## config.mk

```make
export PLATFORM = sky130hd
export DESIGN_NAME = cp0_ctrl
export DESIGN_NICKNAME = d
export VERILOG_FILES = /design/src/rtl/cp0_ctrl_pkg.sv /design/src/rtl/cp0_ctrl_timer.sv /design/src/rtl/cp0_ctrl.sv
export SDC_FILE = /design/constraint.sdc
export NUM_CORES = 1
export LEC_CHECK = 0
export ABC_CLOCK_PERIOD_IN_PS = 1600
export BUFFER_PORTS_ARGS = -buffer_cell sky130_fd_sc_hd__buf_2
export CAP_MARGIN = 20
export CORE_ASPECT_RATIO = 0.6
export CORE_MARGIN = 5
export CORE_UTILIZATION = 41
export DETAILED_ROUTE_END_ITERATION = 8
export GPL_TIMING_DRIVEN = 0
export PLACE_DENSITY = 0.78
export SLEW_MARGIN = 0
export SYNTH_ARGS = -nofsm -noshare
export SYNTH_HDL_FRONTEND = slang
export SYNTH_SLANG_ARGS = --single-unit
export TNS_END_PERCENT = 50
```

## constraint.sdc

```tcl
create_clock -name clk -period 1.6 [get_ports clk]
set_input_delay 0.08 -clock clk [delete_from_list [all_inputs] [get_ports clk]]
set_output_delay 0.08 -clock clk [all_outputs]
set_load 0.01 [all_outputs]
```

## src/rtl/cp0_ctrl_pkg.sv

```systemverilog
// Shared CP0 constants: exception type codes, register numbers, ExcCodes, bit positions.
// Also holds the except_type -> ExcCode decoder used by the sequencer.
package cp0_ctrl_pkg;

    localparam logic [31:0] ZERO_WORD      = 32'h0000_0000;

    localparam logic [31:0] EXC_TYPE_NOEXC = 32'h0000_0000;
    localparam logic [31:0] EXC_TYPE_INT   = 32'h0000_0001;
    localparam logic [31:0] EXC_TYPE_ADEL  = 32'h0000_0004;
    localparam logic [31:0] EXC_TYPE_ADES  = 32'h0000_0005;
    localparam logic [31:0] EXC_TYPE_SYS   = 32'h0000_0008;
    localparam logic [31:0] EXC_TYPE_BP    = 32'h0000_0009;
    localparam logic [31:0] EXC_TYPE_RI    = 32'h0000_000a;
    localparam logic [31:0] EXC_TYPE_OV    = 32'h0000_000c;
    localparam logic [31:0] EXC_TYPE_ERET  = 32'h0000_000e;

    localparam logic [4:0] CP0_REG_BADVADDR = 5'd8;
    localparam logic [4:0] CP0_REG_COUNT    = 5'd9;
    localparam logic [4:0] CP0_REG_COMPARE  = 5'd11;
    localparam logic [4:0] CP0_REG_STATUS   = 5'd12;
    localparam logic [4:0] CP0_REG_CAUSE    = 5'd13;
    localparam logic [4:0] CP0_REG_EPC      = 5'd14;

    localparam logic [4:0] EXCCODE_INT  = 5'h00;
    localparam logic [4:0] EXCCODE_ADEL = 5'h04;
    localparam logic [4:0] EXCCODE_ADES = 5'h05;
    localparam logic [4:0] EXCCODE_SYS  = 5'h08;
    localparam logic [4:0] EXCCODE_BP   = 5'h09;
    localparam logic [4:0] EXCCODE_RI   = 5'h0a;
    localparam logic [4:0] EXCCODE_OV   = 5'h0c;

    localparam int STATUS_IE  = 0;
    localparam int STATUS_EXL = 1;
    localparam int STATUS_BEV = 22;
    localparam int CAUSE_BD   = 31;
    localparam int CAUSE_TI   = 30;

    typedef struct packed {
        logic       vld;
        logic [4:0] code;
    } exc_dec_t;

    // Unknown type codes decode as not-valid: they still discard a same-cycle mtc0.
    function automatic exc_dec_t exc_decode(input logic [31:0] t);
        exc_dec_t d;
        d.vld  = 1'b1;
        d.code = EXCCODE_INT;
        case (t)
            EXC_TYPE_INT:  d.code = EXCCODE_INT;
            EXC_TYPE_ADEL: d.code = EXCCODE_ADEL;
            EXC_TYPE_ADES: d.code = EXCCODE_ADES;
            EXC_TYPE_SYS:  d.code = EXCCODE_SYS;
            EXC_TYPE_BP:   d.code = EXCCODE_BP;
            EXC_TYPE_RI:   d.code = EXCCODE_RI;
            EXC_TYPE_OV:   d.code = EXCCODE_OV;
            default:       d.vld  = 1'b0;
        endcase
        return d;
    endfunction

endpackage

```

## src/rtl/cp0_ctrl_timer.sv

```systemverilog
// CP0 Count/Compare timer: prescaler, Count, Compare and the timer-interrupt flag TI.
module cp0_ctrl_timer #(
    parameter int unsigned COUNT_DIV = 2
) (
    input  logic        clk,
    input  logic        rst,
    input  logic        count_we,
    input  logic        compare_we,
    input  logic [31:0] wdata,
    output logic [31:0] count,
    output logic [31:0] compare,
    output logic        ti
);

    localparam int DW = (COUNT_DIV > 1) ? $clog2(COUNT_DIV) : 1;
    localparam logic [DW-1:0] DIV_LAST = DW'(COUNT_DIV - 1);

    logic [DW-1:0] div_q;

    always_ff @(posedge clk or negedge rst) begin
        if (!rst) begin
            div_q   <= '0;
            count   <= '0;
            compare <= '0;
            ti      <= 1'b0;
        end else begin
            if (count_we) begin
                count <= wdata;
                div_q <= '0;
            end else if (div_q == DIV_LAST) begin
                count <= count + 32'd1;
                div_q <= '0;
            end else begin
                div_q <= div_q + DW'(1);
            end
            // Writing Compare acknowledges the interrupt and beats a same-edge match.
            if (compare_we) begin
                compare <= wdata;
                ti      <= 1'b0;
            end else if (count == compare && compare != 32'd0) begin
                ti <= 1'b1;
            end
        end
    end

endmodule

```

## src/rtl/cp0_ctrl.sv

```systemverilog
// MEM-stage CP0 register file and exception sequencer.
// Macro CP0_TIMER_EN enables Count/Compare/TI; undefined ties them to zero.
module cp0_ctrl
    import cp0_ctrl_pkg::*;
#(
    parameter int unsigned COUNT_DIV  = 2,
    parameter logic [31:0] STATUS_RST = 32'h0040_0000
) (
    input  logic        clk,
    input  logic        rst,
    input  logic        stall_i,
    input  logic        we_i,
    input  logic [4:0]  waddr_i,
    input  logic [31:0] wdata_i,
    input  logic [4:0]  raddr_i,
    output logic [31:0] rdata_o,
    input  logic [31:0] except_type_i,
    input  logic [31:0] pc_i,
    input  logic        in_dslot_i,
    input  logic [31:0] badvaddr_i,
    input  logic [5:0]  int_i,
    output logic [31:0] status_o,
    output logic [31:0] cause_o,
    output logic [31:0] epc_o,
    output logic        timer_int_o
);

    logic [7:0]  im_q;
    logic        exl_q, ie_q;
    logic        bd_q;
    logic [5:0]  ip_hw_q;
    logic [1:0]  ip_sw_q;
    logic [4:0]  exccode_q;
    logic [31:0] epc_q, badvaddr_q;
    logic [31:0] count, compare;
    logic        ti;

    logic     commit, is_eret, wr;
    exc_dec_t dec;

    assign commit  = ~stall_i & (except_type_i != EXC_TYPE_NOEXC);
    assign is_eret = except_type_i == EXC_TYPE_ERET;
    assign dec     = exc_decode(except_type_i);
    // A committing exception discards its own instruction, including any mtc0.
    assign wr      = we_i & ~stall_i & ~commit;

`ifdef CP0_TIMER_EN
    cp0_ctrl_timer #(.COUNT_DIV(COUNT_DIV)) u_timer (
        .clk        (clk),
        .rst        (rst),
        .count_we   (wr && waddr_i == CP0_REG_COUNT),
        .compare_we (wr && waddr_i == CP0_REG_COMPARE),
        .wdata      (wdata_i),
        .count      (count),
        .compare    (compare),
        .ti         (ti)
    );
`else
    logic unused_div;
    assign unused_div = ^COUNT_DIV;
    assign count      = '0;
    assign compare    = '0;
    assign ti         = 1'b0;
`endif

    always_ff @(posedge clk or negedge rst) begin
        if (!rst) begin
            im_q       <= STATUS_RST[15:8];
            exl_q      <= STATUS_RST[STATUS_EXL];
            ie_q       <= STATUS_RST[STATUS_IE];
            bd_q       <= 1'b0;
            ip_hw_q    <= '0;
            ip_sw_q    <= '0;
            exccode_q  <= '0;
            epc_q      <= '0;
            badvaddr_q <= '0;
        end else begin
            ip_hw_q <= {int_i[5] | ti, int_i[4:0]};
            if (commit && is_eret) begin
                exl_q <= 1'b0;
            end else if (commit && dec.vld) begin
                // Nested exception keeps the EPC/BD of the outer one.
                if (!exl_q) begin
                    epc_q <= in_dslot_i ? pc_i - 32'd4 : pc_i;
                    bd_q  <= in_dslot_i;
                end
                exl_q     <= 1'b1;
                exccode_q <= dec.code;
                if (dec.code == EXCCODE_ADEL || dec.code == EXCCODE_ADES)
                    badvaddr_q <= badvaddr_i;
            end else if (wr) begin
                case (waddr_i)
                    CP0_REG_STATUS: begin
                        im_q  <= wdata_i[15:8];
                        exl_q <= wdata_i[STATUS_EXL];
                        ie_q  <= wdata_i[STATUS_IE];
                    end
                    CP0_REG_CAUSE: ip_sw_q <= wdata_i[9:8];
                    CP0_REG_EPC:   epc_q   <= wdata_i;
                    default: ;
                endcase
            end
        end
    end

    always_comb begin
        status_o             = ZERO_WORD;
        status_o[STATUS_BEV] = 1'b1;
        status_o[15:8]       = im_q;
        status_o[STATUS_EXL] = exl_q;
        status_o[STATUS_IE]  = ie_q;
    end

    always_comb begin
        cause_o           = ZERO_WORD;
        cause_o[CAUSE_BD] = bd_q;
        cause_o[CAUSE_TI] = ti;
        cause_o[15:10]    = ip_hw_q;
        cause_o[9:8]      = ip_sw_q;
        cause_o[6:2]      = exccode_q;
    end

    assign epc_o       = epc_q;
    assign timer_int_o = ti;

    always_comb begin
        case (raddr_i)
            CP0_REG_BADVADDR: rdata_o = badvaddr_q;
            CP0_REG_COUNT:    rdata_o = count;
            CP0_REG_COMPARE:  rdata_o = compare;
            CP0_REG_STATUS:   rdata_o = status_o;
            CP0_REG_CAUSE:    rdata_o = cause_o;
            CP0_REG_EPC:      rdata_o = epc_q;
            default:          rdata_o = ZERO_WORD;
        endcase
    end

endmodule

```

* Word level (Yosys, flattened, before mapping) *
Index checks and enable logic that the tools add are counted.

word-level totals
  flip-flop bits (word level) = 88
  word-level logic and storage cells = 64
  ROM bits = 0
  latch bits = 0
  bits in writable memories = 0
  bits of input ports = 149
  output and inout port bits = 129
  memories kept = 0

cells by class
  $lt $le $gt $ge = 0
  div/mod/pow operators = 0
  shift operators = 0
  reductions and logical operators = 16
  multiplexer cells = 12
  bitwise operators = 8
  $add $sub $neg = 1
  $mul = 0
  equality and inequality tests = 18

operators by type and width
  operator                                              count
  equality test 32 x 4 -> 1 bit, second input constant  5
  2-to-1 mux 32 bit                                     5
  one-hot mux 32 bit (4 select lines)                   1
  equality test 32 x 3 -> 1 bit, second input constant  2
  equality test 5 x 4 -> 1 bit, second input constant   7
  equality test 32 x 1 -> 1 bit, second input constant  1
  nonzero test 32 bit                                   1
  subtractor 32 x 3 -> 32 bit, second input constant    1
  one-hot mux 4 bit (6 select lines)                    1
  AND reduction 4 bit                                   3
  equality test 5 x 3 -> 1 bit, second input constant   2
  OR reduction 7 bit                                    1
  AND reduction 3 bit                                   2
  nonzero test 3 bit                                    2
  2-to-1 mux 1 bit                                      5
  inverter 1 bit                                        5
  AND reduction 2 bit                                   2
  nonzero test 2 bit                                    2
  bitwise AND 1 bit                                     3
  logical AND 1 bit                                     2
  != test 2 bit, second input constant                  1
  logical OR 1 bit                                      1

* Depth between registers and ports, before layout *
  word-level depth = 7
  mapped depth = 9
  gate-level depth less buffers = 8

* Least setup slack after synthesis *
Ideal clock, no wire load.

  kind = input port to flip-flop
  from = input except_type_i[28]
  to = register badvaddr_q[0]
  arrival time = 1688 ps
  data required time = 1475 ps
  buffers on the path = 2
  setup time = 125 ps
  stages = 7
  setup slack = -213 ps
  cells stage by stage = nor4_1 -> nand4_1 -> nor3_1 -> and3_1 -> clkbuf_1 -> buf_2 -> mux2_2

between the ends
  cells in the longest elaborated chain, start to end = 5
  elaborated cells on any way between the ends = 20
  those cells by class = eq/ne (10); mux (2); bitwise (2); reduce/logical (6)

ends and longest elaborated chain
  what                                                        line                source
  start: declaration                                          cp0_ctrl.sv:17      input logic [31:0] except_type_i,
  equality test 32 x 4 -> 1 bit (tied with other cells)       cp0_ctrl_pkg.sv:48  case (t)
  one-hot mux 4 bit (6 select lines) (tied with other cells)  cp0_ctrl_pkg.sv:48
  equality test 5 x 3 -> 1 bit (tied with other cells)        cp0_ctrl.sv:89      if (dec.code == EXCCODE_ADEL || dec.code == EXCCODE_ADES)
  logical OR 1 bit (tied with other cells)                    cp0_ctrl.sv:89
  AND reduction 3 bit (no line) (*)                           --
  end signal: assignment                                      cp0_ctrl.sv:90      badvaddr_q <= badvaddr_i;
  end: declaration                                            cp0_ctrl.sv:34      logic [31:0] epc_q, badvaddr_q;

Every way passes the cells marked *; elsewhere a longest branch is shown, timed or not.
A chain may end at the register's enable or synchronous reset.

* Final worst setup path *
  from = input pc_i[24]
  to = register epc_q[30] (netlist: epc_o[30])

between the ends
  cells in the longest elaborated chain, start to end = 4

ends and longest elaborated chain
  what                         line            source
  start: declaration           cp0_ctrl.sv:18  input logic [31:0] pc_i,
  subtractor 32 x 3 -> 32 bit  cp0_ctrl.sv:84  epc_q <= in_dslot_i ? pc_i - 32'd4 : pc_i;
  2-to-1 mux 32 bit            cp0_ctrl.sv:84
  2-to-1 mux 32 bit            cp0_ctrl.sv:83  if (!exl_q) begin
  2-to-1 mux 32 bit            cp0_ctrl.sv:81  end else if (commit && dec.vld) begin
  end signal: assignment       cp0_ctrl.sv:84
  end signal: assignment       cp0_ctrl.sv:99  CP0_REG_EPC: epc_q <= wdata_i;
  end: declaration             cp0_ctrl.sv:34

Every way passes these cells. The select of a mux whose other input is x is not followed.

==> results.cfg <==
[synthesis]
synth_top_cell_by_area = dfrtp_1
syn_area_per_cell_sq_um = 10.4
mappedNetlistArea_sq_um = 4930
synth_cells = 473
ys_seq_elements = 87
synthTopCellsByArea = dfrtp_1 44%, mux2_2 10%, buf_4 7.5%, xnor2_1 3.7%, o22ai_1 3.7%
synth.distinct_cells = 55
ys_seq_area_share_pct = 44.2
synth-main-ff-cell = dfrtp_1
ys.warnings.count = 0
synth_top_area_share_pct = 44.2
synth_edf_count = 0
async_reset_ff_share_pct = 100

[global_routing]
antenna_found_initial = 0
grt_usage_pct = 26.1
grt_max_degree = 47
grt.overflow.total = 0
grt_first_pass_wirelength_microns = 28700
first_global_vias = 5371

[placed_design]
io_buffers = 232
dpl.hpwl_microns = 14800
dp_cells = 911
globalplace.congestion = 0.882

[setup_path]
cpPeakStageDelay_ps = 450
cpMaxStageDelayCell = or4_4
cp.required_ps = 1860
crit_chain = buf_8 > nor4_4 > nand3b_4 > or4_4 > or4_4 > xor2_2 > a21oi_2
critical_path_class = primary input to register
crit_path_frequent_cell = or4_4
worstPathArrival_ps = 1890
crit_path_end_kind = register
ff2ff_setup_slack_ps = 70
startpoint_type = primary input
cp_max_fo = 2

[timing]
finalSetupViolCount = 3
fmax_mhz = 614
final-hold-violation-count = 0
worstMarginPinSlew_ps = 620
drv_slew = 0
fin_crit_sh_pct = 102
setup_ws_ps = -29.6
rsz0062_at_grt = yes
period_needed_ps = 1630
fin_worst_skew_ps = 8.79
max_slew_margin_pct = 58.6
finalSetupTns_ps = -57.4

[pwr]
netSwitchingFraction_pct = 25.9
ir_drop_v = 0.000563
pwr-share-clk_pct = 39.5
p_seq_share_pct = 45.1
internal-power_mw = 3.64
power.leakage_nw = 4.21
p_sw_mw = 1.27
combPwrFrac_pct = 15.5
power_mw = 4.91
power.density_nw_per_um2 = 598

[final_layout]
fin_cells = 994
final_common_cell = buf_2
syn2layout_area_growth_pct = 66.5
drive_above_1_share_pct = 54.2
layout_common_cells = 226 x buf_2, 87 x dfrtp_1, 66 x buf_4, 43 x dlygate4sd3_1, 42 x conb_1
num_antenna_cells = 0
final_net_count = 975

[route]
viasPerCell = 5.29
drtAntennaViolNets = 0
wl_per_cell_microns = 21.0
vias = 5260
drt_iter0_drc = 291
dr.pass1.iters = 5
drc = 0
wirelength_microns = 20900

[clock_network]
clk_pin_slew_ps = 60
root_buffer = clkbuf_16
cts_htree_levels = 3
insertion_delay_ps = 330
cts.sinks = 87
cts_buffer_depth = 2
cts_made_buffers = 9
cts_tree = built

[die]
die_h_microns = 94.9
die_w_microns = 152
core_area_sq_um = 11900
fp-row-count = 31
io_pins = 278
start_util_pct = 41.4
die_area_sq_um = 14400

[hold_path]
hp-class = primary input to register

[run]
drv_cap = 0

[status]
status = finished, violations left
violations = setup timing
cell usage after synthesis, types with 2 or more instances:
cell type	n
a21oi_1	25
a21oi_2	3
a222oi_1	5
a22o_1	16
a22oi_1	17
a31oi_1	5
and2_1	2
and3_1	4
buf_2	9
buf_4	49
clkbuf_1	13
conb_1	2
dfrtp_1	87
inv_1	9
mux2_2	44
mux2i_1	4
nand2_1	25
nand2b_1	2
nand3_1	2
nand3b_1	3
nand4_1	2
nand4b_1	2
nor2_1	29
nor3_1	9
nor3b_1	4
nor4_1	11
nor4_4	2
o21ai_0	4
o22ai_1	29
or2_1	2
or3_1	2
or4_1	2
xnor2_1	21
xor2_1	7
registers in the layout, summed over array words and instances (netlist names):
register    cells
ip_sw_q         2
im_q            8
badvaddr_q     32
ie_q            1
epc_o          32
exl_q           1
bd_q            1
exccode_q       4
ip_hw_q         6
power groups by stage:
| stage | Combinational (mW) | Sequential (mW) | Clock [mW] |
|---|---|---|---|
| global placement | 0.557 | 2.25 | 0 |
| finish | 0.760 | 2.21 | 1.94 |
| CTS | 0.698 | 2.21 | 1.97 |
| detailed placement | 0.583 | 2.25 | 0 |
| floorplan | 0.240 | 2.26 | 0 |
| global route | 0.813 | 2.21 | 2.06 |
stage by stage:
step	utilization (%)	instance area [sq um]	setup WS, ps	hold WS (ps)
CTS	65.0	7740	-31.8	2.45
global route	68.9	8200	-64.5	2.64
finish	68.9	8200	-29.6	8.65
global placement	56.6	6740	-1160	189
detailed placement	56.9	6770	-1010	112
floorplan	-	5370	-163	-216
kinds of logic after synthesis:
| group | after synthesis | synth area share, % |
|---|---|---|
| other | 2 | 0.152 |
| adders and majority gates | 1 | 0.254 |
| muxes | 48 | 10.9 |
| buffers and inverters | 82 | 10.4 |
| DFF | 87 | 44.2 |
| and+or+nand+nor | 113 | 13.2 |
| xor gates and xnor gates | 28 | 4.98 |
| AOI/OAI and AO/OA | 112 | 16.0 |
worst paths after layout:
kind,endpoint,cells past startpoint,startpoint
max,epc_o[30],7,pc_i[24]
min,epc_o[1],3,pc_i[1]
max reg2reg,epc_o[23],7,exl_q
min reg2reg,badvaddr_q[23],1,badvaddr_q[23]
max in group asynchronous,badvaddr_q[23],3,rst
min in group asynchronous,im_q[3],2,rst
routing by layer:
layer / part of all wire (%) / track usage [%] / up-vias
met4: 1.4 / 6.05 / 0
li1: - / - / 2353
met2: 48 / 43.1 / 279
met3: 9.7 / 8.01 / 19
met1: 41 / 34.0 / 2609
met5: 0 / 0 / -
worst max-delay path, delay by kind of cell:
family	cells	cell delay, ps
compound gates	1	150
xor+xnor	1	200
simple gates	4	1360
buf+inv	1	100
cell type report:
| class | instances | area (sq um) |
|---|---|---|
| plain buffers | 70 | 646 |
| clock buffers | 10 | 229 |
| clock inverters | 5 | 36.3 |
| fillers | 892 | 3700 |
| inverters | 9 | 33.8 |
| multi-input cells | 344 | 2890 |
| flip-flops and latches | 87 | 2180 |
| well taps | 165 | 206 |
| repair buffers | 304 | 1990 |
timing repair:
| action | in CTS | in global routing |
|---|---|---|
| gates resized for setup | 44 | 66 |
| pin swaps | 9 | 11 |
| hold buffers | 42 | 1 |
| gates cloned | 0 | 6 |
| setup buffers | 15 | 7 |
| endpoints found under the hold margin | 82 | 1 |
| endpoints found under the setup margin | 101 | 101 |
No activity file was read; power rests on OpenSTA's default activity.
